$ cat config.mk
export PLATFORM = sky130hd
export DESIGN_NAME = div_ratio_detector
export DESIGN_NICKNAME = d
export VERILOG_FILES = /design/src/rtl/div_ratio_detector.sv
export SDC_FILE = /design/constraint.sdc
export NUM_CORES = 1
export LEC_CHECK = 0
export ABC_CLOCK_PERIOD_IN_PS = 1500
export CORE_AREA = 2 2 73 75
export DETAILED_ROUTE_END_ITERATION = 10
export DIE_AREA = 0 0 75 77
export HOLD_SLACK_MARGIN = 0.02
export PLACE_DENSITY = 0.49
export SETUP_SLACK_MARGIN = 0.4
export SLEW_MARGIN = 30
export SYNTH_ARGS = -nofsm -noshare
export SYNTH_HDL_FRONTEND = slang
export SYNTH_SLANG_ARGS = --single-unit
$ cat constraint.sdc
create_clock -name clk -period 1.5 [get_ports clk]
set_input_delay 0.3 -clock clk [delete_from_list [all_inputs] [get_ports clk]]
set_output_delay 0.3 -clock clk [all_outputs]
set_load 0.01 [all_outputs]
$ cat src/rtl/div_ratio_detector.sv
// Measures the rising-to-rising period of a divided clock in clk cycles, decodes
// power-of-two divide ratios, and tracks lock on consecutive equal measurements.
module div_ratio_detector #(
    parameter int CNT_W  = 6,
    parameter int LOCK_N = 3
) (
    input  logic             clk,
    input  logic             rst,
    input  logic             div_in,
    output logic [CNT_W-1:0] period,
    output logic [2:0]       ratio,
    output logic             meas_valid,
    output logic             locked,
    output logic             mismatch,
    output logic             timeout
);

    localparam int               MC_W     = $clog2(LOCK_N + 1);
    localparam logic [CNT_W-1:0] TMAX     = {CNT_W{1'b1}};
    localparam logic [MC_W-1:0]  LOCK_CNT = MC_W'(LOCK_N);

    typedef enum logic [1:0] {
        IDLE    = 2'd0,
        ARMED   = 2'd1,
        LOCKING = 2'd2,
        LOCKED  = 2'd3
    } state_t;

    logic             s1_r;
    logic             s2_r;
    logic             s3_r;
    logic             rise_s;
    logic [CNT_W-1:0] cnt_r;
    state_t           state_r;
    logic [MC_W-1:0]  match_r;
    logic [MC_W-1:0]  match_next_s;
    logic             same_s;
    logic             timeout_s;
    logic [2:0]       ratio_s;

    // Only exact powers of two from /2 to /32 get a code; everything else is 0.
    function automatic logic [2:0] ratio_of(input logic [CNT_W-1:0] n);
        case (32'(n))
            32'd2:   return 3'd1;
            32'd4:   return 3'd2;
            32'd8:   return 3'd3;
            32'd16:  return 3'd4;
            32'd32:  return 3'd5;
            default: return 3'd0;
        endcase
    endfunction

    assign rise_s  = s2_r & ~s3_r;
    assign same_s  = (cnt_r == period);
    assign ratio_s = ratio_of(cnt_r);

    // Next match count and timeout condition for the FSM.
    always_comb begin
        match_next_s = MC_W'(1'b1);
        timeout_s    = 1'b0;
        if ((state_r == LOCKING) && same_s) begin
            match_next_s = match_r + MC_W'(1'b1);
        end else begin
            match_next_s = MC_W'(1'b1);
        end
        if ((state_r != IDLE) && !rise_s && (cnt_r == TMAX)) begin
            timeout_s = 1'b1;
        end else begin
            timeout_s = 1'b0;
        end
    end

    // Synchronizer with history flop, plus the saturating period counter.
    always_ff @(posedge clk or negedge rst) begin
        if (!rst) begin
            s1_r  <= 1'b0;
            s2_r  <= 1'b0;
            s3_r  <= 1'b0;
            cnt_r <= '0;
        end else begin
            s1_r <= div_in;
            s2_r <= s1_r;
            s3_r <= s2_r;
            if (rise_s) begin
                cnt_r <= CNT_W'(1'b1);
            end else if (cnt_r != TMAX) begin
                cnt_r <= cnt_r + CNT_W'(1'b1);
            end else begin
                cnt_r <= cnt_r;
            end
        end
    end

    // Measurement/lock FSM; all outputs are registered here.
    always_ff @(posedge clk or negedge rst) begin
        if (!rst) begin
            state_r    <= IDLE;
            match_r    <= '0;
            period     <= '0;
            ratio      <= 3'd0;
            meas_valid <= 1'b0;
            locked     <= 1'b0;
            mismatch   <= 1'b0;
            timeout    <= 1'b0;
        end else begin
            meas_valid <= 1'b0;
            mismatch   <= 1'b0;
            timeout    <= 1'b0;
            if (timeout_s) begin
                // Period is deliberately held so the last good value stays visible.
                timeout <= 1'b1;
                state_r <= IDLE;
                locked  <= 1'b0;
                ratio   <= 3'd0;
                match_r <= '0;
            end else begin
                case (state_r)
                    IDLE: begin
                        if (rise_s) begin
                            state_r <= ARMED;
                        end
                    end
                    ARMED, LOCKING: begin
                        if (rise_s) begin
                            period     <= cnt_r;
                            ratio      <= ratio_s;
                            meas_valid <= 1'b1;
                            match_r    <= match_next_s;
                            if (match_next_s >= LOCK_CNT) begin
                                state_r <= LOCKED;
                                locked  <= 1'b1;
                            end else begin
                                state_r <= LOCKING;
                            end
                        end
                    end
                    LOCKED: begin
                        if (rise_s) begin
                            period     <= cnt_r;
                            ratio      <= ratio_s;
                            meas_valid <= 1'b1;
                            if (!same_s) begin
                                mismatch <= 1'b1;
                                locked   <= 1'b0;
                                match_r  <= MC_W'(1'b1);
                                state_r  <= LOCKING;
                            end
                        end
                    end
                    default: begin
                        state_r <= IDLE;
                        locked  <= 1'b0;
                        match_r <= '0;
                    end
                endcase
            end
        end
    end

endmodule

==> results of run 1 <==
[worst paths after layout]
kind                            start          to  depth (start not counted)  slack (ns)
max                        state_r[0]    ratio[0]                          8       -0.08
min                              s1_r        s2_r                          0        0.36
max reg2reg                state_r[0]    ratio[0]                          8       -0.08
min reg2reg                      s1_r        s2_r                          0        0.36
max in group asynchronous         rst   period[2]                          2        0.83
min in group asynchronous         rst  match_r[0]                          2        0.39
[registers in the layout, summed over array words and instances (netlist names)]
signal / count
locked: 1
state_r: 2
timeout: 1
s3_r: 1
cnt_r: 6
s2_r: 1
match_r: 2
meas_valid: 1
ratio: 3
s1_r: 1
mismatch: 1
period: 6
[logic make-up after synthesis]
| family | Yosys count | synth area share, % |
|---|---|---|
| AOI/OAI and AO/OA | 26 | 11.68 |
| xor gates and xnor gates | 11 | 8.022 |
| adders and majority gates | 7 | 6.103 |
| buffers and inverters | 14 | 5.318 |
| DFF | 26 | 45.34 |
| and+or+nand+nor | 67 | 23.54 |
[critical path: stages, from the launching register on]
cell,delay (ns)
dfrtp_1,0.41
inv_2,0.08
ha_4,0.17
buf_4,0.13
buf_6,0.12
nand2b_4,0.18
nor4_2,0.26
a21oi_2,0.08
nor2_4,0.10
[layer usage]
| metal | up-vias | GRT usage (%) |
|---|---|---|
| met4 | 0 | 3.036 |
| met5 | - | 0 |
| met3 | 4 | 2.365 |
| met2 | 25 | 23.33 |
| li1 | 639 | - |
| met1 | 659 | 19.28 |
[synth_stat cells (2+ instances only)]
cell,n
a21oi_1,7
a31oi_1,3
and3_2,2
buf_4,2
buf_6,2
clkbuf_1,2
dfrtp_1,26
ha_1,7
inv_1,7
nand2_1,20
nand2b_1,3
nand3_1,5
nand4b_1,2
nor2_1,16
nor2b_1,2
nor3_1,6
nor3b_1,3
o211ai_1,2
o21ai_0,6
o31ai_1,2
xnor2_1,9
[power by group]
group	internal [mW]	total, mW	switching (mW)
Clock	0.235	0.473	0.238
Sequential	0.861	1.02	0.154
Combinational	1.08	2.00	0.918
[cell type report]
cell class,instances,area (sq um)
Inverter,7,28.78
Fill cell,463,2621
Sequential cell,26,655.6
Tap cell,70,87.58
Multi-Input combinational cell,111,968.4
Clock buffer,4,55.05
Timing Repair Buffer,63,560.5
[timing repair]
| item | CTS | global route |
|---|---|---|
| setup buffers | 11 | 10 |
| endpoints found under the hold margin | 0 | 0 |
| endpoints found under the setup margin | 36 | 36 |
| gates resized for setup | 94 | 31 |
| cloned | 0 | 1 |
| pin swaps | 13 | 10 |
==> impl_metrics.yaml, run 1 <==
finish:
  syn2layout_area_growth_pct: 64.17
  nets: 222
  layout_common_cells: "32 x buf_4, 22 x dfrtp_1, 20 x buf_6, 13 x nand2_1, 10 x nor2_1"
  fin_area_sq_um: 2356
  fin_util_pct: 47.34
  antenna_cells: 0
  drive_gt1_share_pct: 54.50
  layout_commonest_cell: "buf_4"
  fin_cells: 281
synth:
  synth_area_leaders: "dfrtp_1 45%, ha_1 6.1%, xnor2_1 5.5%"
  synth_cell_types: 38
  postSynthAreaPerCell_sq_um: 9.504
  synth.yosys.seq_area_share_pct: 45.34
  synth_top_area_cell: "dfrtp_1"
  ys_warn_count: 0
  synth_top_area_share_pct: 45.34
  syn_nets: 161
  synth-seq-cells: 26
  async_reset_ff_share_pct: 100.0
  synthFlopType: "dfrtp_1"
  synthCells: 151
  synth_area_sq_um: 1435
  synth_edf_count: 0
floorplan:
  dieArea_sq_um: 5775
  num_io_pins: 16
  fp.dieW_um: 75
  floorplan.initialDensity_pct: 28.83
  core-area_sq_um: 4977
  die_h_um: 77
  num_rows: 26
setup_path:
  required_ns: 1.72
  cp-start-kind: "flip-flop"
  cp-end-kind: "flip-flop"
  cp.arrival_ns: 1.80
  crit_type: "flip-flop to flip-flop"
  worstPathMaxFanout: 6
global_route:
  grt_max_degree: 27
  grt_usage_pct: 14.18
  antenna_found_initial: 0
  grt_overflow_total: 0
  grt_pass1_wl_um: 6389
  grt_pass1_vias: 1323
routing:
  num_vias: 1327
  wl_per_cell_um: 14.10
  antenna_left: 0
  drt_pre_antenna_iters: 4
  top_layer_used: "met4"
  drt_iter0_markers: 106
  wirelength_um: 3962
  wl_met2_um: 2031
  wl_met1_um: 1758
  viasPerCell: 4.722
  wl_met3_um: 136
  post-route-drc-count: 0
sta:
  fin_crit_sh_pct: 105.6
  drv_slew: 0
  final.setup.tns_ns: -0.4118
  setup_ws_ns: -0.08390
  hold_viol_final: 0
  timing.fmax_mhz: 631.4
  hold_ws_ns: 0.3609
  grt_setup_unrepaired: "true"
  fin_worst_skew_ns: 0.003623
  period_minus_slack_ns: 1.584
  slew_headroom_pct: 77.00
  setup_viol: 7
  worst_pin_slew_ns: 0.3451
clocking:
  root_buffer: "clkbuf_8"
  cts_hold_buf: 0
  cts_num_sinks: 26
  clk-insertion-delay-late_ns: 0.27
  clk_pin_slew_worst_paths_ns: 0.10
  numCtsBuffers: 3
  htree_levels: 1
  cts_tree: "built"
  clk_path_buf_depth: 2
place:
  gp_congestion: 0.7803
  dpl.cell_count: 255
  dpl_cell_area_sq_um: 1868
  dp_hpwl_um: 2533
  dp_slack_ns: -0.09166
  io_buffers: 15
hold_path:
  worstHoldPathType: "flip-flop to flip-flop"
outcome:
  violations: "setup timing"
  outcome: "finished, violations left"
power:
  leakage_nw: 1.031
  irDropWorstVdd_uv: 595.9
  p_per_area_nw_per_um2: 1479
  total_power_mw: 3.486
run:
  max_cap_viol_count: 0
Note: power is estimated with default switching activity, not from simulation.
==> inputs of run 2 (changes only) <==
--- a/config.mk
+++ b/config.mk
@@ -7,11 +7,11 @@
 export LEC_CHECK = 0
 export ABC_CLOCK_PERIOD_IN_PS = 1500
 export CORE_AREA = 2 2 73 75
+export CTS_BUF_LIST = sky130_fd_sc_hd__clkbuf_16
 export DETAILED_ROUTE_END_ITERATION = 10
 export DIE_AREA = 0 0 75 77
 export HOLD_SLACK_MARGIN = 0.02
 export PLACE_DENSITY = 0.49
-export SETUP_SLACK_MARGIN = 0.4
 export SLEW_MARGIN = 30
 export SYNTH_ARGS = -nofsm -noshare
 export SYNTH_HDL_FRONTEND = slang
==> run 2 against run 1 <==
Compared with the run above:
- the run still ends with setup timing left
- clock skew decreased by 0.00057 ns
- wire length decreased by 6.3%
- combinational power decreased by 15%
- sequential share of layout area up 2.6 points
- sequential power barely moved
- setup slack lost 0.10 ns
- global-route usage is 0.69 points lower
- flip-flop and latch count did not move
- power increased by 0.70%
- hold slack got worse by 0.011 ns
- register-to-register slack worse by 0.10 ns
- critical endpoint is now state_r[0]
- largest power group unchanged
- highest routed layer unchanged
==> impl_metrics.yaml, run 2 (same netlist as run 1, synthesis figures left out) <==
outcome:
  outcome: "finished, violations left"
  violations: "setup timing"
floorplan:
  num_rows: 26
  die_h_um: 77
  floorplan.initialDensity_pct: 28.83
  dieArea_sq_um: 5775
  core-area_sq_um: 4977
  fp.dieW_um: 75
  num_io_pins: 16
global_route:
  met2_usage_pct: 23.60
  grt_usage_pct: 13.49
  grt_max_degree: 27
  antenna_found_initial: 0
  use_met1_pct: 16.49
  met3_usage_pct: 3.679
  grt_overflow_total: 0
  grt_pass1_vias: 1335
  grt_pass1_wl_um: 6141
  top_usage_layer: "met2"
setup_path:
  reg2regPathDepth: 8
  slowest_delay_ns: 0.39
  worstPathMaxFanout: 6
  required_ns: 1.64
  cpMaxStageDelayCell: "dfrtp_1"
  path_cells: "inv_2 -> ha_4 -> nand3b_1 -> buf_4 -> nor3_4 -> buf_4 -> buf_6 -> nor3_4"
  crit_type: "flip-flop to flip-flop"
  cp-start-kind: "flip-flop"
  cp.arrival_ns: 1.83
  cp-end-kind: "flip-flop"
sta:
  fin_crit_sh_pct: 112.4
  setup_ws_ns: -0.1866
  drv_slew: 0
  grt_setup_unrepaired: "true"
  final.setup.tns_ns: -1.027
  timing.fmax_mhz: 592.9
  worst_pin_slew_ns: 0.3510
  hold_viol_final: 0
  setup_viol: 9
  fin_worst_skew_ns: 0.003055
  slew_headroom_pct: 76.60
  period_minus_slack_ns: 1.687
power:
  irDropWorstVdd_uv: 916.2
  leakage_nw: 0.9772
  p_per_area_nw_per_um2: 1629
clocking:
  clk_pin_slew_worst_paths_ns: 0.07
  clk-insertion-delay-late_ns: 0.26
  numCtsBuffers: 3
  clk_path_buf_depth: 2
  root_buffer: "clkbuf_16"
  cts_tree: "built"
  cts_num_sinks: 26
  htree_levels: 1
place:
  dp_hpwl_um: 2653
  dpl.cell_count: 257
  gp_congestion: 0.8170
  io_buffers: 15
run:
  max_cap_viol_count: 0
routing:
  drt_pre_antenna_iters: 4
  wirelength_um: 3713
  post-route-drc-count: 0
  wl_per_cell_um: 13.91
  antenna_left: 0
  viasPerCell: 4.633
  drt_iter0_markers: 66
  num_vias: 1237
finish:
  nets: 208
  layout_common_cells: "30 x buf_4, 22 x dfrtp_1, 19 x nand2_1, 14 x nor2_1, 7 x clkdlybuf4s50_1"
  drive_gt1_share_pct: 34.01
  multiInputGateArea_sq_um: 849.6
  register_area_sq_um: 655.6
  antenna_cells: 0
  syn2layout_area_growth_pct: 50.13
  reg.largest.list: "cnt_r: 6 flops, period: 6 flops, ratio: 3 flops"
  layout_commonest_cell: "buf_4"
  fin_cells: 267
  fillers: 482
  fin_util_pct: 43.29
hold_path:
  holdPathStages: 0
  worstHoldPathType: "flip-flop to flip-flop"
==> run 2: changes by cell type in the layout (fill, tap and decap cells not counted), moves of 4 or more <==
cell             delta
nand2_2             -5
dlygate4sd2_1       +5
nand2_1             +6
clkbuf_8            -4
clkdlybuf4s50_1     +5
buf_2               -7
nor2_1              +4
buf_6              -17
==> run 2: layout make-up <==
type	count	share of cell area (%)
inverters	7	1.220
clock buffers	3	3.484
clock inverters	1	1.394
well taps	70	4.065
multi-input cells	111	39.43
repair buffers	49	19.98
flip-flops and latches	26	30.43
==> run 2: path summary, 6_finish.rpt <==
check / startpoint / end / slack [ns]
max: state_r[1] / state_r[0] / -0.19
min: s1_r / s2_r / 0.35
max reg2reg: state_r[1] / state_r[0] / -0.19
min reg2reg: s1_r / s2_r / 0.35
max in group asynchronous: rst / cnt_r[1] / 0.81
min in group asynchronous: rst / match_r[0] / 0.41
==> run 2: metal layers <==
| layer | share of wire, % | up-vias |
|---|---|---|
| met5 | 0 | - |
| met1 | 45 | 611 |
| met3 | 2.9 | 2 |
| met4 | 0.27 | 0 |
| met2 | 52 | 14 |
| li1 | - | 610 |
==> run 2: through the flow <==
| step | total power [mW] | cell area (sq um) | hold slack [ns] | worst slack, ns |
|---|---|---|---|---|
| after floorplan | 1.890 | 1479 | 0.004409 | -0.0007743 |
| after global placement | 2.460 | 1889 | 0.3339 | -0.07731 |
| after detailed placement | 2.504 | 1889 | 0.3362 | -0.1436 |
| after CTS | 3.472 | 2101 | 0.3521 | -0.1305 |
| after global routing | 3.743 | 2155 | 0.3570 | -0.2565 |
| final | 3.510 | 2155 | 0.3494 | -0.1866 |
==> run 2: power by group <==
group	switching [mW]	internal (mW)
registers	0.159	0.862
logic	0.822	0.883
clock network	0.253	0.531
==> run 2: repair_timing <==
item	in CTS	in global routing
endpoints found under the setup margin	16	13
hold buffers	0	0
resized for setup	22	11
setup buffers	4	2
pin swaps	8	10
==> run 2: critical path: cells and delay by family, from the launching register on <==
kind,cells,cell delay [ns]
DFF,1,0.39
buffers and inverters,4,0.53
and+or+nand+nor,3,0.49
adders and majority gates,1,0.17
